`src/rtl/hazard_ctrl_pkg.sv`:
```
// Purpose: shared encodings and helpers for the pipeline hazard controller.
// Latency: n/a (types, constants and a combinational helper only).
// Backpressure: n/a.
package hazard_ctrl_pkg;

  // Result-select encodings carried in the pipeline control registers.
  localparam logic [1:0] RES_ALU  = 2'b00;
  localparam logic [1:0] RES_LOAD = 2'b01;
  localparam logic [1:0] RES_PC4  = 2'b10;

  // EX operand forwarding selects.
  localparam logic [1:0] FWD_RF = 2'b00;
  localparam logic [1:0] FWD_W  = 2'b01;
  localparam logic [1:0] FWD_M  = 2'b10;

  // Data-memory handshake states.
  typedef enum logic {
    S_RUN  = 1'b0,
    S_WAIT = 1'b1
  } state_t;

  // Forward select for one EX source register. M is younger than W, so it
  // wins when both write the same register. x0 is never forwarded.
  function automatic logic [1:0] fwd_sel(
    input logic [4:0] rs,
    input logic [4:0] rdm,
    input logic [4:0] rdw,
    input logic       regwritem,
    input logic       regwritew
  );
    logic [1:0] sel;
    sel = FWD_RF;
    if (rs != 5'd0 && regwritem && rs == rdm) begin
      sel = FWD_M;
    end else if (rs != 5'd0 && regwritew && rs == rdw) begin
      sel = FWD_W;
    end
    return sel;
  endfunction

endpackage

```
`src/rtl/hazard_ctrl_hz_forward.sv`:
```
// Purpose: EX-stage operand forwarding selects for both source registers.
// Latency: combinational, same cycle.
// Backpressure: none; pure function of the E/M/W register fields.
//
// Ports:
//   rs1e, rs2e            in  source registers of the instruction in E
//   rdm, rdw              in  destinations in M and W
//   regwritem, regwritew  in  write enables in M and W
//   forwardae, forwardbe  out operand selects (00 RF, 01 W, 10 M)
module hz_forward
  import hazard_ctrl_pkg::*;
(
  input  logic [4:0] rs1e,
  input  logic [4:0] rs2e,
  input  logic [4:0] rdm,
  input  logic [4:0] rdw,
  input  logic       regwritem,
  input  logic       regwritew,
  output logic [1:0] forwardae,
  output logic [1:0] forwardbe
);

  always_comb begin
    forwardae = fwd_sel(rs1e, rdm, rdw, regwritem, regwritew);
    forwardbe = fwd_sel(rs2e, rdm, rdw, regwritem, regwritew);
  end

endmodule

```
`src/rtl/hazard_ctrl.sv`:
```
// Purpose: stall/flush sequencing, forwarding and data-memory handshake for the 5-stage core.
// Latency: stall/flush/forward/dmem_req combinational; state, mem_err, stall_cnt update on clk.
// Backpressure: freezes the whole pipe while a MEM access waits on dmem_ready, up to TIMEOUT cycles.
//
// Ports:
//   clk, reset_n                      core clock, async active-low reset
//   rs1d, rs2d                        sources of the instruction in D
//   rs1e, rs2e, rde, resultsrce       sources, destination and result select in E
//   pcsrce                            taken branch/jump resolved in E
//   rdm, rdw, regwritem, regwritew    destinations and write enables in M and W
//   memwritem, resultsrcm             store flag and result select in M
//   dmem_ready / dmem_req             data-memory completion / access outstanding
//   forwardae, forwardbe              EX operand selects
//   stallf/d/e/m, flushd/e/w          pipeline register enables
//   mem_err                           sticky access-timeout flag
//   stall_cnt                         saturating count of stalld cycles
module hazard_ctrl
  import hazard_ctrl_pkg::*;
#(
  parameter int TIMEOUT = 255,
  parameter int CNT_W   = 16
) (
  input  logic             clk,
  input  logic             reset_n,
  input  logic [4:0]       rs1d,
  input  logic [4:0]       rs2d,
  input  logic [4:0]       rs1e,
  input  logic [4:0]       rs2e,
  input  logic [4:0]       rde,
  input  logic [1:0]       resultsrce,
  input  logic             pcsrce,
  input  logic [4:0]       rdm,
  input  logic [4:0]       rdw,
  input  logic             regwritem,
  input  logic             regwritew,
  input  logic             memwritem,
  input  logic [1:0]       resultsrcm,
  input  logic             dmem_ready,
  output logic             dmem_req,
  output logic [1:0]       forwardae,
  output logic [1:0]       forwardbe,
  output logic             stallf,
  output logic             stalld,
  output logic             stalle,
  output logic             stallm,
  output logic             flushd,
  output logic             flushe,
  output logic             flushw,
  output logic             mem_err,
  output logic [CNT_W-1:0] stall_cnt
);

  localparam int                WCNT_W   = $clog2(TIMEOUT + 1);
  localparam logic [WCNT_W-1:0] WCNT_MAX = WCNT_W'(TIMEOUT);
  localparam logic [WCNT_W-1:0] WCNT_ONE = WCNT_W'(1);

  state_t            state;
  logic [WCNT_W-1:0] wcnt;
  logic              macc;
  logic              lwstall;
  logic              memstall;
  logic              abort;

  hz_forward u_fwd (
    .rs1e      (rs1e),
    .rs2e      (rs2e),
    .rdm       (rdm),
    .rdw       (rdw),
    .regwritem (regwritem),
    .regwritew (regwritew),
    .forwardae (forwardae),
    .forwardbe (forwardbe)
  );

  assign macc    = memwritem || (resultsrcm == RES_LOAD);
  assign lwstall = (resultsrce == RES_LOAD) && (rde != 5'd0) &&
                   ((rs1d == rde) || (rs2d == rde));

  // Memory handshake decode. The first RUN cycle of an unready access
  // already counts as a stall, so wcnt==N in WAIT means N cycles stalled;
  // reaching TIMEOUT releases the pipe instead of stalling once more.
  always_comb begin
    dmem_req = 1'b0;
    memstall = 1'b0;
    abort    = 1'b0;
    case (state)
      S_RUN: begin
        dmem_req = macc;
        memstall = macc && !dmem_ready;
      end
      S_WAIT: begin
        dmem_req = 1'b1;
        if (!dmem_ready) begin
          if (wcnt == WCNT_MAX) begin
            abort = 1'b1;
          end else begin
            memstall = 1'b1;
          end
        end
      end
      default: begin
        dmem_req = 1'b0;
      end
    endcase
  end

  // Stall/flush priority: memory freeze, then redirect, then load-use.
  always_comb begin
    stallf = 1'b0;
    stalld = 1'b0;
    stalle = 1'b0;
    stallm = 1'b0;
    flushd = 1'b0;
    flushe = 1'b0;
    flushw = 1'b0;
    if (memstall) begin
      stallf = 1'b1;
      stalld = 1'b1;
      stalle = 1'b1;
      stallm = 1'b1;
      flushw = 1'b1;  // W retires a bubble while M holds
    end else if (pcsrce) begin
      flushd = 1'b1;
      flushe = 1'b1;
    end else if (lwstall) begin
      stallf = 1'b1;
      stalld = 1'b1;
      flushe = 1'b1;
    end
  end

  always_ff @(posedge clk or negedge reset_n) begin
    if (!reset_n) begin
      state   <= S_RUN;
      wcnt    <= '0;
      mem_err <= 1'b0;
    end else begin
      case (state)
        S_RUN: begin
          if (memstall) begin
            state <= S_WAIT;
            wcnt  <= WCNT_ONE;
          end
        end
        S_WAIT: begin
          if (dmem_ready) begin
            state <= S_RUN;
          end else if (abort) begin
            // Pipe advances as if the access completed; flag it for software.
            state   <= S_RUN;
            mem_err <= 1'b1;
          end else begin
            wcnt <= wcnt + WCNT_ONE;
          end
        end
        default: begin
          state <= S_RUN;
        end
      endcase
    end
  end

  always_ff @(posedge clk or negedge reset_n) begin
    if (!reset_n) begin
      stall_cnt <= '0;
    end else if (stalld && (stall_cnt != '1)) begin
      stall_cnt <= stall_cnt + 1'b1;
    end
  end

endmodule

```
`config.mk`:
```
export PLATFORM = sky130hd
export DESIGN_NAME = hazard_ctrl
export DESIGN_NICKNAME = d
export VERILOG_FILES = /design/src/rtl/hazard_ctrl_pkg.sv /design/src/rtl/hazard_ctrl_hz_forward.sv /design/src/rtl/hazard_ctrl.sv
export SDC_FILE = /design/constraint.sdc
export NUM_CORES = 1
export LEC_CHECK = 0
export BUFFER_PORTS_ARGS = -buffer_cell sky130_fd_sc_hd__buf_2
export CAP_MARGIN = 20
export CORE_MARGIN = 2
export CORE_UTILIZATION = 40
export DETAILED_ROUTE_END_ITERATION = 8
export PLACE_DENSITY = 0.7
export SKIP_LAST_GASP = 1
export SLEW_MARGIN = 20
export SYNTH_ARGS = -nofsm -noshare
export SYNTH_HDL_FRONTEND = slang
export SYNTH_SLANG_ARGS = --single-unit
```
`constraint.sdc`:
```
create_clock -name clk -period 1.8 [get_ports clk]
set_clock_uncertainty 0.2 [all_clocks]
set_input_delay 0.09 -clock clk [delete_from_list [all_inputs] [get_ports clk]]
set_output_delay 0.09 -clock clk [all_outputs]
set_load 0.02 [all_outputs]
```
# Word level (Yosys, flattened, before mapping)
# Index checks and enable logic that the tools add are counted.
[classes]
n_eq_ne = 13
bitwise = 2
addsub = 2
reduce_logical = 20
muxes = 26
[ops]
columns = ["cell", "n"]
rows = [
  ["5-bit == test", 6],
  ["8-bit 2-to-1 mux", 3],
  ["1-bit 2-to-1 mux", 17],
  ["16-bit by 1-bit adder with 16-bit output (second input constant)", 1],
  ["16-bit != test (second input constant)", 1],
  ["8-bit one-hot mux with 2 select lines", 1],
  ["5-bit nonzero test", 3],
  ["1-bit logical AND", 12],
  ["8-bit by 1-bit adder with 8-bit output (second input constant)", 1],
  ["8-bit == test (second input constant)", 1],
  ["2-bit != test (second input constant)", 3],
  ["1-bit one-hot mux with 2 select lines", 3],
  ["3-bit AND reduction", 2],
  ["2-bit by 1-bit == test with 1-bit output (second input constant)", 2],
  ["2-bit 2-to-1 mux", 2],
  ["1-bit logical OR", 2],
  ["1-bit inverter", 2],
  ["1-bit zero test", 1],
]
[totals]
reg_bits = 26
inputBits = 46

# Depth between registers and ports, before layout
[depth]
depth_word = 7
depth_mapped = 8
mapped_depth_nobuf = 7

# Hierarchy
# From an unflattened synthesis, not the netlist that was laid out.
[hier_totals]
hier_cells = 194
area_unflattened_um2 = 1826.8
[by_module_without_submodules]
columns = ["mod", "seq_area_each_um2", "area_per_inst_um2", "cells_per_inst", "n_inst"]
rows = [
  ["hazard_ctrl", 650.6, 1549.0, 158, 1],
  ["hz_forward", 0.0, 277.8, 36, 1],
]

# Least setup slack after synthesis
# OpenSTA, ideal clock, no wires.
[synth_timing]
kind = "register -> register"
start = "reg wcnt[0]"
end = "reg wcnt[0]"
synth_period_minus_slack_ps = 2203
arrival_ps = 1878
path_stages_with_launch = 8
slack_ps = -403
t_required_ps = 1475
n_path_buf = 1
setup_time_ps = 125
cell_sequence = "dfrtp_1 ha_1 nand3_1 nor3_1 nor2_1 clkbuf_1 nand2_1 mux2_2"
[synth_via]
elab_chain_len = 6
elab_cells_between_ends = 14
cone_classes = "add/sub: 1; eq/ne: 3; mux: 9; reduce/logical: 1"
[synth_rtl]
columns = ["item", "line_no", "source"]
rows = [
  ["start, declared", "hazard_ctrl.sv:58", "logic [WCNT_W-1:0] wcnt;"],
  ["start signal, assigned", "hazard_ctrl.sv:153", "wcnt <= wcnt + WCNT_ONE;"],
  ["parallel branches: the longest is 6 deep, another holds 8-bit by 1-bit adder with 8-bit output", "--", ""],
]
# Several ways; the timed one is not identified. The select of a mux whose other input is x is not followed.
# A chain may end at the register's enable or synchronous reset.

# Worst setup path in the final report
[layout_timing]
start = "reg wcnt[0]"
end = "reg stall_cnt[10]"
[layout_via]
elab_chain_len = 6
[layout_rtl]
columns = ["item", "line_no", "source"]
rows = [
  ["8-bit == test", "hazard_ctrl.sv:94", "if (wcnt == WCNT_MAX) begin"],
  ["1-bit 2-to-1 mux", "hazard_ctrl.sv:94", ""],
  ["1-bit 2-to-1 mux", "hazard_ctrl.sv:93", "if (!dmem_ready) begin"],
  ["1-bit one-hot mux with 2 select lines", "hazard_ctrl.sv:86", "case (state)"],
  ["1-bit 2-to-1 mux", "hazard_ctrl.sv:116", "if (memstall) begin"],
  ["1-bit logical AND", "hazard_ctrl.sv:166", "end else if (stalld && (stall_cnt != '1)) begin"],
  ["end signal, assigned", "hazard_ctrl.sv:167", "stall_cnt <= stall_cnt + 1'b1;"],
  ["end, declared", "hazard_ctrl.sv:50", "output logic [CNT_W-1:0] stall_cnt"],
]
# Every way passes these cells.

==> impl_results.md <==
* Failing checks: setup timing
* Area leader, netlist: dfrtp_1
* Number of synthesized flops with an enable pin at 0
* Hold Slack at 7.39 ps
* Cell Rows at 24
* Pleak at around 1.4 nW
* Peak supply drop at 0.999 mV
* CP peak stage delay at 400 ps
* Die height at 70.3 um
* Vias per cell at between 4 and 5
* Post-synthesis cell type count at 38
* Flops & latches, synth at 26
* Yosys warnings at 0
* Synth Flop Type: dfrtp_1
* Drt wl/cell at 13.7 um
* IO Port Bufs at 74
* Critical Path Slowest Stage Cell: dfrtp_1
* Total wire length at 5.10 mm
* Layout overhead on the synthesized area at 67.9%
* TritonCTS clock tree: done
* DRT antenna net count at 0
* Synth Cell Area at 1760 sq um
* Avg Cell Area, Syn at 9.31 sq um
* H-tree Lvls at 1
* Final Hold Fails at 0
* Tightest Pin Transition at approximately 600 ps
* DP HPWL at 3.62 mm
* Async set-reset flop share out of synthesis at 100%
* CTS Buf Count at 3
* Top-area cell type share of the netlist area at 37.0%
* CP required at around 1800 ps
* Clock Sinks at 26
* Most frequent cell after synthesis: xnor2_1
* Largest net degree at the start of global routing at 27
* CP max FO at 6
* Root buffer cell: clkbuf_8
* Outcome: finished, violations left
* Placed insts at 352
* Post-Syn Nets at roughly 240
* Aggregate global routing overflow at 0
* Crit path buffers/inverters at 2
* Fill cells at 326
* DIE AREA at 4950 sq um
* Relative slew slack at about three fifths
* CP Cell Sequence: ha_2 > nand3_4 > nor3_4 > buf_6 > a211oi_4 > a21o_4 > buf_4 > nand3_2 > xnor2_2
* Period utilization at 113%
* Sequential-to-total area share from yosys stat at 37.0%
* Crit path capture type: flop
* Area contributors post-synth: dfrtp_1 37%, xnor2_1 16%, xor2_1 7.0%
* Slew Limit Fails at 0
* Minimum clock period at 2040 ps
* GP Congestion at 0.820
* Max Root-Sink Buffers at 2
* Drt pass-1 iters at 4
* Clk Latency, worst-skew pair at 280 ps
* Crit path DAT at 2010 ps
* # setup viols final at 25
* Syn Inst Count at 189
* Initial Util at 41.0%
* First-pass GRT wire length at 8.00 mm
* Setup ws final at -238 ps
* Vias in the first global route at 1801
* RSZ-0062 raised after global routing: true
* Maxcap violations at 0
* Clock slew at reported path FFs at roughly 100 ps
* CP top delay family: compound AO/OA/AOI/OAI gates
* Starting DRT DRC Count at 46
* Via count at 1864
* Total Routing Usage GR at between 10% and 20%
* Top Ports at 75
* Antenna diodes at 0
* Final std cells w/o fill at 373
* Fmax at 0.491 GHz
* Worst setup SP type: flop
* Nets at 370
* Layout cell share with drive strength beyond 1 at a little under three fifths
* Class of the worst hold path: input port to flop
* Synth cell count leaders: 32 x xnor2_1, 26 x dfrtp_1, 23 x nand2_1
* Power density over the cells at 803 nW/um^2
* Die width at 70.3 um
* Core Region at 4290 sq um
* # DRC at 0
* Initial antenna violation count at 0
* Worst Path Class, Setup: flop to flop
## timing repair
item / CTS / global route
resized for setup: 19 / 25
hold endpoints to repair: 29 / 0
buffers inserted: 3 / 13
pin swaps: 10 / 8
hold buffers: 2 / 0
cloned: 0 / 2
setup endpoints to repair: 26 / 31
## registers in the layout, summed over array words and instances (netlist names)
| register | flops |
|---|---|
| wcnt | 8 |
| state | 1 |
| mem_err | 1 |
| stall_cnt | 16 |
## cells in the final DEF (no fill, tap or decap), types with 3 or more instances in the layout
cell type   n
buf_2      66
buf_4      49
xnor2_1    31
nand2_1    20
dfrtp_1    20
xor2_1     14
buf_6      14
nor2_1     11
nand4_1     9
nand3_1     7
inv_1       6
dfrtp_2     6
nor3_1      4
nor3_2      4
nor4_1      3
nand2_2     3
o31ai_1     3
clkbuf_8    3
## worst min-delay path: stages
cell     delay, ps
buf_2          120
nor3_4          50
o21ai_0        140
nor2_1          50
## layout make-up
| cell class | instances | area, sq um | area share, % |
|---|---|---|---|
| repair buffers | 132 | 896 | 30.3 |
| multi-input cells | 153 | 1240 | 42.1 |
| inverters | 6 | 22.5 | 0.762 |
| clock inverters | 1 | 30.0 | 1.02 |
| clock buffers | 3 | 41.3 | 1.40 |
| well taps | 52 | 65.1 | 2.20 |
| flip-flops and latches | 26 | 658 | 22.3 |
## metal layers
| layer | wire (um) | vias to the layer above | GRT usage (%) | share of wire (%) |
|---|---|---|---|---|
| li1 | - | 927 | - | - |
| met1 | 2160 | 888 | 24.8 | 42 |
| met2 | 2700 | 45 | 35.8 | 53 |
| met3 | 213 | 4 | 4.04 | 4.2 |
| met4 | 31 | 0 | 2.99 | 0.61 |
| met5 | 0 | - | 0 | 0 |
## where the power goes
| group | leakage, nW | internal (mW) | switching [mW] |
|---|---|---|---|
| logic | 1.05 | 0.528 | 0.540 |
| registers | 0.323 | 0.702 | 0.104 |
| clock network | 0.0357 | 0.298 | 0.204 |
## logic make-up (layout without fill, tap and decap cells)
| family | count (synthesis) | after routing | synth area share [%] |
|---|---|---|---|
| xor gates and xnor gates | 46 | 46 | 22.9 |
| muxes | 3 | 3 | 2.06 |
| AOI/OAI and AO/OA | 15 | 16 | 7.60 |
| adders and majority gates | 2 | 2 | 1.42 |
| DFF | 26 | 26 | 37.0 |
| and+or+nand+nor | 86 | 86 | 26.0 |
| buffers and inverters | 11 | 142 | 3.06 |
## stage by stage
stage               power (mW)  cell area (sq um)  worst slack [ps]  util [%]  setup TNS (ps)
finish                    2.38               2960              -238      68.9           -3360
global route              2.51               2960              -304      68.9           -5570
CTS                       2.31               2750              -206      64.0           -3350
detailed placement        1.78               2560              -185      59.6           -1670
global placement          1.75               2560              -119      59.6            -951
floorplan                 1.31               1850              -133         -           -1140
## final timing paths
path	from	endpoint	slack (ps)	cells after the start
min	dmem_ready	wcnt[6]	7	4
min in group asynchronous	reset_n	wcnt[4]	140	2
max	wcnt[0]	stall_cnt[10]	-240	9
max in group asynchronous	reset_n	stall_cnt[1]	830	2
min reg2reg	mem_err	mem_err	310	1
max reg2reg	wcnt[0]	stall_cnt[10]	-240	9
Power figures use the tool's default switching activity.
